## src/rtl/simmem_row_delay_calc.sv

```systemverilog
// Single-bank DRAM row-buffer delay model: accepts one address request, waits its row cost, then releases it.
// Optional hit/miss statistics are built only when SIMMEM_ROW_DELAY_STATS_EN is defined.
module simmem_row_delay_calc #(
  parameter int IidWidth = 5,
  parameter int CntWidth = 7
) (
  input  logic                clk_i,
  input  logic                rst_ni,
  input  logic                req_valid_i,
  output logic                req_ready_o,
  input  logic [15:0]         req_addr_i,
  input  logic [IidWidth-1:0] req_iid_i,
  input  logic                req_is_write_i,
  output logic                release_valid_o,
  input  logic                release_ready_i,
  output logic [IidWidth-1:0] release_iid_o,
  output logic                release_is_write_o,
  output logic [15:0]         row_hits_o,
  output logic [15:0]         row_misses_o
);

  localparam int AxAddrWidth       = 16;
  localparam int RowBufferLenWidth = 8;
  localparam int RowWidth          = AxAddrWidth - RowBufferLenWidth;

  localparam int RowHitCost     = 10;
  localparam int ActivationCost = 45;
  localparam int PrechargeCost  = 50;

  // Counter is loaded with cost-1 so the release lands exactly cost edges after acceptance.
  localparam logic [CntWidth-1:0] HitLoad    = CntWidth'(RowHitCost - 1);
  localparam logic [CntWidth-1:0] ClosedLoad = CntWidth'(ActivationCost + RowHitCost - 1);
  localparam logic [CntWidth-1:0] MissLoad   = CntWidth'(PrechargeCost + ActivationCost + RowHitCost - 1);

  localparam logic [1:0] StIdle    = 2'd0;
  localparam logic [1:0] StBusy    = 2'd1;
  localparam logic [1:0] StRelease = 2'd2;

  logic [1:0]          state_reg, state_next;
  logic [CntWidth-1:0] cnt_reg, cnt_next;
  logic                row_open_reg, row_open_next;
  logic [RowWidth-1:0] open_row_reg, open_row_next;
  logic [IidWidth-1:0] iid_reg, iid_next;
  logic                is_write_reg, is_write_next;

  logic [RowWidth-1:0] req_row;
  logic                accept;
  logic                row_hit;
  logic                unused_col_bits;

  assign req_row         = req_addr_i[AxAddrWidth-1:RowBufferLenWidth];
  assign unused_col_bits = ^req_addr_i[RowBufferLenWidth-1:0];
  assign accept          = req_valid_i && (state_reg == StIdle);
  assign row_hit         = row_open_reg && (open_row_reg == req_row);

  always_comb begin
    state_next    = state_reg;
    cnt_next      = cnt_reg;
    row_open_next = row_open_reg;
    open_row_next = open_row_reg;
    iid_next      = iid_reg;
    is_write_next = is_write_reg;
    case (state_reg)
      StIdle: begin
        if (accept) begin
          if (!row_open_reg) begin
            cnt_next = ClosedLoad;
          end else if (row_hit) begin
            cnt_next = HitLoad;
          end else begin
            cnt_next = MissLoad;
          end
          iid_next      = req_iid_i;
          is_write_next = req_is_write_i;
          open_row_next = req_row;
          row_open_next = 1'b1;
          state_next    = StBusy;
        end
      end
      StBusy: begin
        if (cnt_reg != '0) begin
          cnt_next = cnt_reg - CntWidth'(1);
        end else begin
          state_next = StRelease;
        end
      end
      StRelease: begin
        if (release_ready_i) begin
          state_next = StIdle;
        end
      end
      default: state_next = StIdle;
    endcase
  end

  always_ff @(posedge clk_i or negedge rst_ni) begin
    if (!rst_ni) begin
      state_reg    <= StIdle;
      cnt_reg      <= '0;
      row_open_reg <= 1'b0;
      open_row_reg <= '0;
      iid_reg      <= '0;
      is_write_reg <= 1'b0;
    end else begin
      state_reg    <= state_next;
      cnt_reg      <= cnt_next;
      row_open_reg <= row_open_next;
      open_row_reg <= open_row_next;
      iid_reg      <= iid_next;
      is_write_reg <= is_write_next;
    end
  end

  assign req_ready_o        = (state_reg == StIdle);
  assign release_valid_o    = (state_reg == StRelease);
  assign release_iid_o      = iid_reg;
  assign release_is_write_o = is_write_reg;

`ifdef SIMMEM_ROW_DELAY_STATS_EN
  logic [15:0] hits_reg, misses_reg;

  // Closed-bank activations count as misses alongside true row conflicts.
  always_ff @(posedge clk_i or negedge rst_ni) begin
    if (!rst_ni) begin
      hits_reg   <= '0;
      misses_reg <= '0;
    end else if (accept) begin
      if (row_hit) begin
        if (hits_reg != 16'hFFFF) hits_reg <= hits_reg + 16'd1;
      end else begin
        if (misses_reg != 16'hFFFF) misses_reg <= misses_reg + 16'd1;
      end
    end
  end

  assign row_hits_o   = hits_reg;
  assign row_misses_o = misses_reg;
`else
  assign row_hits_o   = '0;
  assign row_misses_o = '0;
`endif

endmodule

```

## config.mk

```make
export PLATFORM = sky130hd
export DESIGN_NAME = simmem_row_delay_calc
export DESIGN_NICKNAME = d
export VERILOG_FILES = /design/src/rtl/simmem_row_delay_calc.sv
export SDC_FILE = /design/constraint.sdc
export NUM_CORES = 1
export LEC_CHECK = 0
export CAP_MARGIN = 20
export CORE_UTILIZATION = 30
export CTS_CLUSTER_SIZE = 25
export DETAILED_ROUTE_END_ITERATION = 8
export PLACE_DENSITY = 0.59
export SLEW_MARGIN = 20
export SYNTH_ARGS = -nofsm -noshare
export SYNTH_HDL_FRONTEND = slang
export SYNTH_SLANG_ARGS = --single-unit
```

## constraint.sdc

```tcl
create_clock -name clk_i -period 1.74 [get_ports clk_i]
set_clock_uncertainty 0.1 [all_clocks]
set_input_delay 0.348 -clock clk_i [delete_from_list [all_inputs] [get_ports clk_i]]
set_output_delay 0.348 -clock clk_i [all_outputs]
set_load 0.005 [all_outputs]
```

## Yosys cells after proc, flatten, opt, wreduce, memory -nomap -nowiden

Index checks and enable logic that the tools add are counted.

- Memories: 0
- Latch bits: 0
- Bits in writable memories: 0
- Logic and storage cells: 31
- Bits of input ports: 26
- ROM bits: 0
- Bits in registers: 24

- Divide/modulo/power cells: 0
- Reductions and logical operators: 8
- $lt $le $gt $ge: 0
- Equality and inequality tests: 7
- Multipliers: 0
- Shift operators: 0
- Add/sub/neg operators: 1
- Bitwise gates (word level): 0
- Multiplexer cells: 9

Operators with widths:

| kind | number |
|---|---|
| $mux W7 | 4 |
| $pmux W7 S2 | 1 |
| $eq A8 B8 Y1 | 1 |
| $reduce_bool A7 Y1 | 1 |
| $sub A7 B1 Y7 const B | 1 |
| $mux W2 | 3 |
| $pmux W2 S3 | 1 |
| $reduce_and A3 Y1 | 2 |
| $ne A2 B1 Y1 const B | 2 |
| $ne A2 B2 Y1 const B | 2 |
| $eq A2 B1 Y1 const B | 1 |
| $eq A2 B2 Y1 const B | 1 |
| $logic_and A1 B1 Y1 | 2 |
| $logic_not A2 Y1 | 1 |
| $reduce_and A2 Y1 | 1 |
| $reduce_bool A2 Y1 | 1 |

## Logic depth before layout (Yosys ltp)

- Depth in word-level cells: 6
- Depth in mapped cells: 7

## Worst setup path after synthesis

Ideal clock, no wire load.

- Path type: register -> register
- Start: register cnt_reg[0]
- End: register cnt_reg[2]
- Data arrival time: 1482 ps
- Clock period less this slack: 1703 ps
- Cell stages (with the launch flop): 8
- Setup slack: 37 ps
- Setup time: 121 ps
- Buffers on the path: 1
- Cells stage by stage: dfrtp_1 -> inv_1 -> ha_1 -> nor2b_2 -> a311oi_2 -> buf_6 -> o21ai_2 -> a22o_1

- Cells in the longest elaborated chain, start to end: 3
- Elaborated cells on any way between the ends: 6
- Those cells by class: 1 x add/sub; 1 x eq/ne; 2 x mux; 2 x reduce/logical

RTL lines:

| element | line | text |
|---|---|---|
| start, declared | 40 | `logic [CntWidth-1:0] cnt_reg, cnt_next;` |
| start signal, assigned | 106 | `cnt_reg <= cnt_next;` |
| $sub A7 B1 Y7 or $reduce_bool A7 Y1 (tied branches) | 82, 81 |  |
| $mux W7 or $ne A2 B2 Y1 (tied branches) | -- |  |
| $pmux W7 S2 or $reduce_and A3 Y1 (tied branches) | -- |  |

Several ways; a longest one is shown, not always the timed one. The select of a mux whose other input is x is not followed.
A chain may end at the register's enable or synchronous reset.

## Final worst setup path

- Start: register cnt_reg[1]
- End: register cnt_reg[0]

- Cells in the longest elaborated chain, start to end: 3

RTL lines:

| element | line | text |
|---|---|---|
| $reduce_bool A7 Y1 | 81 | `if (cnt_reg != '0) begin` |
| $ne A2 B2 Y1 (no source line) | -- |  |
| $reduce_and A3 Y1 (no source line) | -- |  |

Every way passes these cells.

==> reports/qor.csv <==
metric;value;unit
clockBufferDepth;2;
gp_congestion;0.772;
clk_pin_slew;0.09;ns
die-area;0.00524;mm2
fin_crit_sh;0.951;
final_max_slew_viol_count;0;
cts_inserted_buffers;3;
rsz0062_at_grt;false;
r2r_start;cnt_reg[1];
reg2reg_to;cnt_reg[0];
whs;0.352;ns
required;1.80;ns
hold_buffers;0;
synth_cell_types;35;
total_power;0.00244;W
yosysWarningCount;0;
wirelength;2460;um
ir_drop;0.000643;V
cap_violations;0;
hold_class;input port to async pin;
dr.first_iter.drc_count;19;
fp.dieH;72.4;um
ios;66;
worst-r2r-setup-slack;0.09;ns
largest_register_ffs;8;
synth_area;0.00149;mm2
port-buffer-count;25;
first_global_vias;884;
leakagePower;0.828;nW
fin_util;0.388;
chipWidth;72.4;um
slowest_delay;0.39;ns
cellPowerDensity;1320;mW/mm2
clock.fmax;604;MHz
overflow;0;
cp.depth;7;
setup_viol;0;
cp_cell_sequence;inv_1 -> ha_2 -> nor2b_4 -> a311oi_2 -> buf_4 -> and2_0 -> a22o_1;
cts_tree;done;
avgRoutedWirePerCell;10.2;um
endpoint_kind;register;
antenna_cells;0;
period_minus_slack;1.65;ns
syn_to_final_growth;24.1;%
remaining_drc_errors;0;
numClockSinks;24;
crit_family;flip-flops;
final_nets;203;
fin_cells;242;
critical_path.max_fanout;6;
netlist_instances;137;
layout-drive-gt1-share;0.194;
synth.avg_cell_area;10.9;um2
critPathLaunch;cnt_reg[1];
clk_latency;0.26;ns
critPathKind;register to register;
cp_slowest_cell;dfrtp_1;
cp-endpoint;cnt_reg[0];
avgViaCountPerCell;4.16;
startpoint_type;register;
drt_first_pass_iters;4;
rows;25;
setup_tns;0;ns
r2r_cells;7;
grtUsageTotal;0.0969;
antenna_found_initial;0;
start_util;0.313;
via_count;1007;
ys_seq_area_frac;0.404;
outcome;finished, final reports clean;
ant_nets;0;
core;0.00475;mm2
hpwl;1750;um
grt_pass1_wl;4080;um
grt_max_degree;25;
worstPathArrival;1.71;ns
cts_root_buffer;clkbuf_8;
ys_seq_elements;24;
placedCellCount;234;
critPathBufInv;2;
hold_viol_final;0;
cts-htree-levels;1;
==> cells in the mapped netlist (all sizes together) <==
cell type	count	area, um2
nand2b	6	37.5
a21oi	5	25.0
inv	3	11.3
o221ai	1	8.76
nor2	4	17.5
a311oi	1	15.0
clkbuf	1	3.75
conb	1	3.75
nor3	1	5.00
nand4	3	31.3
nand2	3	11.3
or2	1	6.26
a21o	1	7.51
o22ai	1	6.26
a32oi	1	8.76
nand3	4	20.0
nor2b	3	21.3
nor4	1	12.5
o31ai	3	22.5
o21ai	6	33.8
buf	36	282
a22o	2	17.5
and2	2	12.5
mux2	14	184
dfrtp	24	601
xnor2	8	70.1
ha	1	12.5
==> repair_timing <==
action,CTS,global route
gates resized for setup,2,3
endpoints found under the setup margin,3,4
buffers inserted,3,1
pin swaps,0,1
==> cell usage in the layout, fill, tap and decap left out, types with 4 or more instances in the layout <==
master and instances:
clkbuf_8 4, nand2b_1 6, conb_1 32, buf_4 14, mux2_1 7, xnor2_1 8
nand3_1 4, dfrtp_1 24, clkdlybuf4s50_1 23, a21oi_1 5, mux2_4 7
==> logic make-up after synthesis <==
| kind of cell | synth area share |
|---|---|
| adders and majority gates | 0.00841 |
| buffers and inverters | 0.199 |
| other | 0.00252 |
| DFF | 0.404 |
| and+or+nand+nor | 0.118 |
| xor gates and xnor gates | 0.0471 |
| AOI/OAI and AO/OA | 0.0976 |
| muxes | 0.124 |
==> per-layer routing <==
layer,routed length (um),track usage,vias up,share of wire
li1,-,-,479,-
met1,1230,0.142,501,0.50
met2,1120,0.146,27,0.46
met3,105,0.0208,0,0.043
met4,0,0.0196,0,0
met5,0,0,-,0
==> worst min path at each step <==
stage / startpoint / endpoint / depth (start not counted)
finish: rst_ni / state_reg[0] / 2
global route: rst_ni / state_reg[0] / 2
CTS: rst_ni / state_reg[1] / 2
detailed placement: release_iid_o[2] / release_iid_o[2] / 1
global placement: release_iid_o[1] / release_iid_o[1] / 1
floorplan: rst_ni / cnt_reg[0] / 0
==> cell type report <==
| type | instances | area [um2] |
|---|---|---|
| fill | 490 | 2910 |
| sequential | 24 | 601 |
| tap | 67 | 83.8 |
| inverter | 3 | 11.3 |
| clock buffer | 4 | 55.1 |
| multi-input combinational | 104 | 723 |
| timing repair buffer | 40 | 373 |
==> power breakdown <==
part / internal, W / switching, W
Sequential: 0.000813 / 0.000209
Clock: 0.000202 / 0.000179
Combinational: 0.000646 / 0.000393
Total: 0.00166 / 0.000782
==> worst register-to-register path, cell delays in order (launching register included) <==
cell and delay, ns:
dfrtp_1 0.39, inv_1 0.08, ha_2 0.19, nor2b_4 0.15, a311oi_2 0.11, buf_4 0.18, and2_0 0.15, a22o_1 0.20
==> through the flow <==
stage | setup slack, ns | instance area, um2
finish | 0.0850 | 1850
global route | 0.00282 | 1850
global placement | -0.133 | 1750
CTS | 0.00136 | 1820
floorplan | 0.0372 | 1600
detailed placement | -0.138 | 1750
Power figures use the tool's default switching activity.
